## src/rtl/angle_event_scheduler.sv

```systemverilog
// Angle-referenced single-pulse scheduler: on each crank tooth, decide whether the target
// angle lies in the tooth now starting, interpolate the delay in clocks, then drive one pulse.
module angle_event_scheduler #(
    parameter int CYCLE_DEG = 720,
    parameter int DIV_BITS  = 48
) (
    input  logic        clk,
    input  logic        rst,
    input  logic        trigger,
    input  logic        synced,
    input  logic [15:0] eng_phase,
    input  logic [15:0] next_tooth_length_deg,
    input  logic [31:0] tooth_period,
    input  logic        enable,
    input  logic [15:0] target_angle,
    input  logic [31:0] duration,
    output logic        out,
    output logic        busy,
    output logic        fired,
    output logic        done,
    output logic        abort,
    output logic        late,
    output logic [31:0] delay_cycles
);

    localparam int                CNT_W     = $clog2(DIV_BITS + 1);
    localparam logic [15:0]       CYC16     = 16'(CYCLE_DEG);
    localparam logic [31:0]       MIN_FIRE  = 32'(DIV_BITS + 2);
    localparam logic [CNT_W-1:0]  LAST_STEP = CNT_W'(DIV_BITS - 1);

    typedef enum logic [2:0] {
        S_IDLE,
        S_CHECK,
        S_DIVIDE,
        S_DELAY,
        S_ACTIVE
    } state_t;

    state_t                r_state;
    logic [15:0]           r_phase;
    logic [15:0]           r_tooth;
    logic [31:0]           r_period;
    logic [15:0]           r_target;
    logic [31:0]           r_duration;
    logic [31:0]           r_elapsed;
    logic [DIV_BITS-1:0]   r_quo;
    logic [15:0]           r_rem;
    logic [CNT_W-1:0]      r_div_cnt;
    logic [31:0]           r_act_cnt;
    logic                  r_force;
    logic                  r_out;
    logic                  r_fired;
    logic                  r_done;
    logic                  r_abort;
    logic                  r_late;
    logic [31:0]           r_delay_cycles;

    state_t                w_state_next;
    logic [15:0]           w_phase_next;
    logic [15:0]           w_tooth_next;
    logic [31:0]           w_period_next;
    logic [15:0]           w_target_next;
    logic [31:0]           w_duration_next;
    logic [31:0]           w_elapsed_next;
    logic [DIV_BITS-1:0]   w_quo_next;
    logic [15:0]           w_rem_next;
    logic [CNT_W-1:0]      w_div_cnt_next;
    logic [31:0]           w_act_cnt_next;
    logic                  w_force_next;
    logic                  w_out_next;
    logic                  w_fired_next;
    logic                  w_done_next;
    logic                  w_abort_next;
    logic                  w_late_next;
    logic [31:0]           w_delay_cycles_next;

    logic [15:0]           w_offset;
    logic                  w_params_bad;
    logic [DIV_BITS-1:0]   w_product;
    logic [16:0]           w_trial;
    logic                  w_ge;
    logic [15:0]           w_rem_step;
    logic [DIV_BITS-1:0]   w_quo_step;
    logic                  w_delay_hit;
    logic [31:0]           w_elapsed_inc;
    logic [31:0]           w_pulse_len;

    // Both angles are below CYCLE_DEG when the offset is used, so 16-bit arithmetic cannot wrap.
    assign w_offset     = (r_target >= r_phase) ? (r_target - r_phase)
                                                : (r_target + CYC16 - r_phase);
    assign w_params_bad = (r_target >= CYC16) || (r_phase >= CYC16) || (r_tooth == 16'd0);
    assign w_product    = DIV_BITS'(w_offset) * DIV_BITS'(r_period);

    // Restoring divider: dividend shifts out of r_quo's top while quotient bits shift in below.
    assign w_trial    = {r_rem, r_quo[DIV_BITS-1]};
    assign w_ge       = w_trial >= {1'b0, r_tooth};
    assign w_rem_step = w_ge ? 16'(w_trial - {1'b0, r_tooth}) : w_trial[15:0];
    assign w_quo_step = {r_quo[DIV_BITS-2:0], w_ge};

    // r_elapsed lags the edge count by one, hence the +1 when comparing against the delay.
    assign w_delay_hit   = ({1'b0, r_elapsed} + 33'd1) >= {1'b0, r_delay_cycles};
    assign w_elapsed_inc = (r_elapsed == 32'hFFFF_FFFF) ? r_elapsed : r_elapsed + 32'd1;
    assign w_pulse_len   = (r_duration == 32'd0) ? 32'd1 : r_duration;

    always_comb begin
        w_state_next        = r_state;
        w_phase_next        = r_phase;
        w_tooth_next        = r_tooth;
        w_period_next       = r_period;
        w_target_next       = r_target;
        w_duration_next     = r_duration;
        w_elapsed_next      = w_elapsed_inc;
        w_quo_next          = r_quo;
        w_rem_next          = r_rem;
        w_div_cnt_next      = r_div_cnt;
        w_act_cnt_next      = r_act_cnt;
        w_force_next        = r_force;
        w_out_next          = r_out;
        w_fired_next        = 1'b0;
        w_done_next         = 1'b0;
        w_abort_next        = 1'b0;
        w_late_next         = 1'b0;
        w_delay_cycles_next = r_delay_cycles;

        case (r_state)
            S_IDLE: begin
                if (trigger && synced && enable) begin
                    w_phase_next    = eng_phase;
                    w_tooth_next    = next_tooth_length_deg;
                    w_period_next   = tooth_period;
                    w_target_next   = target_angle;
                    w_duration_next = duration;
                    w_elapsed_next  = 32'd0;
                    w_force_next    = 1'b0;
                    w_state_next    = S_CHECK;
                end
            end
            S_CHECK: begin
                if (w_params_bad || (w_offset >= r_tooth)) begin
                    w_state_next = S_IDLE;
                end else begin
                    w_quo_next     = w_product;
                    w_rem_next     = 16'd0;
                    w_div_cnt_next = '0;
                    w_force_next   = trigger;
                    w_state_next   = S_DIVIDE;
                end
            end
            S_DIVIDE: begin
                if (r_force) begin
                    w_out_next     = 1'b1;
                    w_fired_next   = 1'b1;
                    w_late_next    = 1'b1;
                    w_act_cnt_next = w_pulse_len;
                    w_force_next   = 1'b0;
                    w_state_next   = S_ACTIVE;
                end else begin
                    w_quo_next     = w_quo_step;
                    w_rem_next     = w_rem_step;
                    w_div_cnt_next = r_div_cnt + CNT_W'(1);
                    w_force_next   = trigger;
                    if (r_div_cnt == LAST_STEP) begin
                        w_delay_cycles_next = w_quo_step[31:0];
                        w_state_next        = S_DELAY;
                    end
                end
            end
            S_DELAY: begin
                if (r_force || w_delay_hit) begin
                    w_out_next     = 1'b1;
                    w_fired_next   = 1'b1;
                    w_late_next    = r_force || (r_delay_cycles < MIN_FIRE);
                    w_act_cnt_next = w_pulse_len;
                    w_force_next   = 1'b0;
                    w_state_next   = S_ACTIVE;
                end else begin
                    w_force_next = trigger;
                end
            end
            S_ACTIVE: begin
                if (r_act_cnt <= 32'd1) begin
                    w_out_next   = 1'b0;
                    w_done_next  = 1'b1;
                    w_state_next = S_IDLE;
                end else begin
                    w_act_cnt_next = r_act_cnt - 32'd1;
                end
            end
            default: begin
                w_state_next = S_IDLE;
            end
        endcase

        // Losing sync overrides everything an in-flight event was about to do.
        if ((r_state != S_IDLE) && !synced) begin
            w_state_next        = S_IDLE;
            w_out_next          = 1'b0;
            w_fired_next        = 1'b0;
            w_late_next         = 1'b0;
            w_done_next         = 1'b0;
            w_abort_next        = 1'b1;
            w_force_next        = 1'b0;
            w_delay_cycles_next = r_delay_cycles;
        end
    end

    always_ff @(posedge clk or posedge rst) begin
        if (rst) begin
            r_state        <= S_IDLE;
            r_phase        <= '0;
            r_tooth        <= '0;
            r_period       <= '0;
            r_target       <= '0;
            r_duration     <= '0;
            r_elapsed      <= '0;
            r_quo          <= '0;
            r_rem          <= '0;
            r_div_cnt      <= '0;
            r_act_cnt      <= '0;
            r_force        <= 1'b0;
            r_out          <= 1'b0;
            r_fired        <= 1'b0;
            r_done         <= 1'b0;
            r_abort        <= 1'b0;
            r_late         <= 1'b0;
            r_delay_cycles <= '0;
        end else begin
            r_state        <= w_state_next;
            r_phase        <= w_phase_next;
            r_tooth        <= w_tooth_next;
            r_period       <= w_period_next;
            r_target       <= w_target_next;
            r_duration     <= w_duration_next;
            r_elapsed      <= w_elapsed_next;
            r_quo          <= w_quo_next;
            r_rem          <= w_rem_next;
            r_div_cnt      <= w_div_cnt_next;
            r_act_cnt      <= w_act_cnt_next;
            r_force        <= w_force_next;
            r_out          <= w_out_next;
            r_fired        <= w_fired_next;
            r_done         <= w_done_next;
            r_abort        <= w_abort_next;
            r_late         <= w_late_next;
            r_delay_cycles <= w_delay_cycles_next;
        end
    end

    assign out          = r_out;
    assign busy         = (r_state != S_IDLE);
    assign fired        = r_fired;
    assign done         = r_done;
    assign abort        = r_abort;
    assign late         = r_late;
    assign delay_cycles = r_delay_cycles;

endmodule

```

## config.mk

```make
export PLATFORM = sky130hd
export DESIGN_NAME = angle_event_scheduler
export DESIGN_NICKNAME = d
export VERILOG_FILES = /design/src/rtl/angle_event_scheduler.sv
export SDC_FILE = /design/constraint.sdc
export NUM_CORES = 2
export LEC_CHECK = 0
export ABC_AREA = 1
export BUFFER_PORTS_ARGS = -buffer_cell sky130_fd_sc_hd__buf_4
export CORE_AREA = 3 3 314 223
export DETAILED_ROUTE_END_ITERATION = 8
export DIE_AREA = 0 0 317 226
export PLACE_DENSITY = 0.69
export SETUP_SLACK_MARGIN = 0.2
export SYNTH_ARGS = -nofsm -noshare
export SYNTH_HDL_FRONTEND = slang
export SYNTH_SLANG_ARGS = --single-unit
```

## constraint.sdc

```tcl
create_clock -name clk -period 11.1 [get_ports clk]
set_input_delay 2.22 -clock clk [delete_from_list [all_inputs] [get_ports clk]]
set_output_delay 2.22 -clock clk [all_outputs]
set_load 0.01 [all_outputs]
```

==> flow_metrics.tcl <==
set metrics [dict create \
    cts_root_buffer "clkbuf_16" \
    ctsResizeCount 0 \
    crit_fanout 23 \
    antenna_found_initial 0 \
    cp.arrival_ps 10470 \
    rsz0062_at_grt "false" \
    outcome "completed" \
    pin_count 155 \
    synthArstFlopShare 1.00 \
    yosysTopAreaCellShare 0.256 \
    fmax_ghz 0.0993 \
    die_w_um 317 \
    slowest_delay_ps 1100 \
    nNetsFinal 5227 \
    critical_path_class "reg -> reg" \
    hp-start "r_quo[43]" \
    hpwl_mm 80.8 \
    area_growth_pct 9.01 \
    clock_skew_ps 47.2 \
    crit_path_start_kind "flip-flop" \
    clkTransAtPathRegs_ps 60 \
    yosysTopAreaCell "fa_1" \
    die-height_um 226 \
    h-tree-depth 2 \
    final_layout_size_suffix_gt1_frac 0.0621 \
    cp-startpoint "r_phase[8]" \
    drtPass1Iterations 6 \
    min_path_type "reg -> reg" \
    path_buf_inv 6 \
    synth_area_leaders "fa_1, dfrtp_1, nand2_1" \
    critPathCaptureType "flip-flop" \
    rows 79 \
    numCtsBuffers 34 \
    slew_headroom 0.154 \
    vias 29100 \
    grt_overflow_total 0 \
    avgRoutedWirePerCell_um 19.2 \
    crit_required_ps 11500 \
    grt_max_degree 155 \
    multi_input_area_sq_um 22500 \
    wl_mm 103 \
    grt_pass1_vias 29200 \
    ys_seq_area_frac 0.214 \
    avgSynthCellArea_sq_um 7.64 \
    ys.flop_type "dfrtp_1" \
    synth_edf_count 0 \
    final-setup-viol-count 0 \
    ys_ff_latch 287 \
    grt_pass1_wl_mm 164 \
    grt_use_total 0.295 \
    synthesis.nets 5173 \
    io_buffers 154 \
    synth_area_sq_um 33600 \
    cpMostUsedCell "fa_1" \
    remaining_drc_errors 0 \
    yosysUniqueCellTypes 52 \
    clock_sinks 287 \
    tightest_slew_ps 1270 \
    crit_slowest_cell "nand2_1" \
    initial_core_util 0.504 \
    cts_buffer_depth 3 \
    slew_viol_final 0 \
    clock_latency_ps 600 \
    period_needed_ps 10070 \
    layout_worst_path_cycle_share 0.907 \
    netlist_instances 4401 \
    max_cap_viol_count 0 \
    rr_startpoint "r_phase[8]" \
    critical_path.top_delay_family "adder cells" \
    first_iter_violations 2388 \
    cts_tree "built" \
    core_sq_um 66700 \
    gp_congestion 1.01 \
    regArea_sq_um 7180 \
    die_area_sq_um 71600 \
    holdBufCountCts 0 \
    fill_cells 6360 \
    postCtsSetupBuffers 0 \
    diodes 0 \
    hold_viol 0 \
    yosysWarningCount 0 \
    final_antenna_net_count 0 \
    setup_tns_ps 0 \
    via_per_inst 5.41 \
]
[metrics by stage]
step	util	hold slack, ps	cell area [sq um]	setup WS (ps)	std cells
after CTS	0.550	484	36700	1290	5369
after detailed placement	0.531	468	35400	1320	5310
after global routing	0.550	504	36700	474	5369
after global placement	0.531	464	35400	1340	5310
after floorplan	-	444	33600	959	4401
final	0.550	482	36700	1030	5369
[cell families (layout without fill, tap and decap cells)]
kind of cell	count (synthesis)	in the layout	share of synthesized area
multiplexers	1	1	0.000335
adder cells (fa/ha/maj)	655	655	0.340
XOR/XNOR	86	86	0.0224
flip-flops	287	287	0.214
AO/OA/AOI/OAI	616	616	0.0985
AND/OR/NAND/NOR	1710	1710	0.206
buffers and inverters	1046	1123	0.120
[registers in the layout (all words and copies together) (netlist names), 3 cells and up]
name          cells
r_tooth          16
r_duration       32
r_div_cnt         6
r_act_cnt        32
r_quo            48
r_target         16
r_phase          16
r_elapsed        32
r_rem            16
delay_cycles     32
r_state           3
r_period         32
[placed cells by master (no fill, tap or decap), types with 23 or more instances in the layout]
master,n
nand3_1,109
dfrtp_1,287
inv_1,875
o211ai_1,25
a21oi_1,177
nor3_1,35
o21ai_0,330
buf_4,169
xor2_1,51
ha_1,225
clkbuf_16,34
nor2_1,441
xnor2_1,35
fa_1,430
nand4_1,43
nand2_1,1016
nor4_1,23
[cells in the mapped netlist, types with 3 or more instances]
library cell	count
a211oi_1	6
a21o_1	6
a21oi_1	177
a31oi_1	22
buf_1	13
buf_2	49
buf_4	7
clkbuf_1	81
clkinv_1	10
dfrtp_1	287
fa_1	430
ha_1	225
inv_1	876
inv_2	8
nand2_1	1016
nand2_2	5
nand3_1	110
nand3_2	3
nand4_1	43
nor2_1	444
nor2_2	7
nor3_1	35
nor4_1	23
o211ai_1	25
o21a_1	4
o21ai_0	330
o21ai_1	12
o21bai_1	11
o221ai_1	5
o22ai_1	3
o31ai_1	3
or2_2	14
xnor2_1	35
xor2_1	51
[worst paths after layout]
kind                       slack [ps]         end  cells past startpoint
max                              1030   r_quo[25]                     31
min                               480   r_quo[43]                      2
max reg2reg                      1030   r_quo[25]                     31
min reg2reg                       480   r_quo[43]                      2
max in group asynchronous        7810   r_quo[44]                      3
min in group asynchronous        1880  r_tooth[4]                      2
[layer usage]
| layer | global-route usage | vias up | wire length [um] |
|---|---|---|---|
| li1 | - | 13600 | - |
| met1 | 0.433 | 14000 | 46500 |
| met2 | 0.418 | 1333 | 41900 |
| met3 | 0.104 | 138 | 12700 |
| met4 | 0.0654 | 0 | 2120 |
| met5 | 0 | - | 0 |
[tightest hold or removal path, stage by stage (launching register included)]
cell and delay (ps):
dfrtp_1 340, nand2_1 50, nand2_1 50
[cell type report]
type	instances	share of cell area
inverters	894	0.0917
clock buffers	43	0.0260
multi-input cells	3068	0.612
clock inverters	16	0.00843
well taps	891	0.0304
flip-flops and latches	287	0.196
repair buffers	170	0.0352
Power is left out: the tool's default activity adds up to more than one toggle a clock period on the data nets, which glitch-free logic cannot reach.
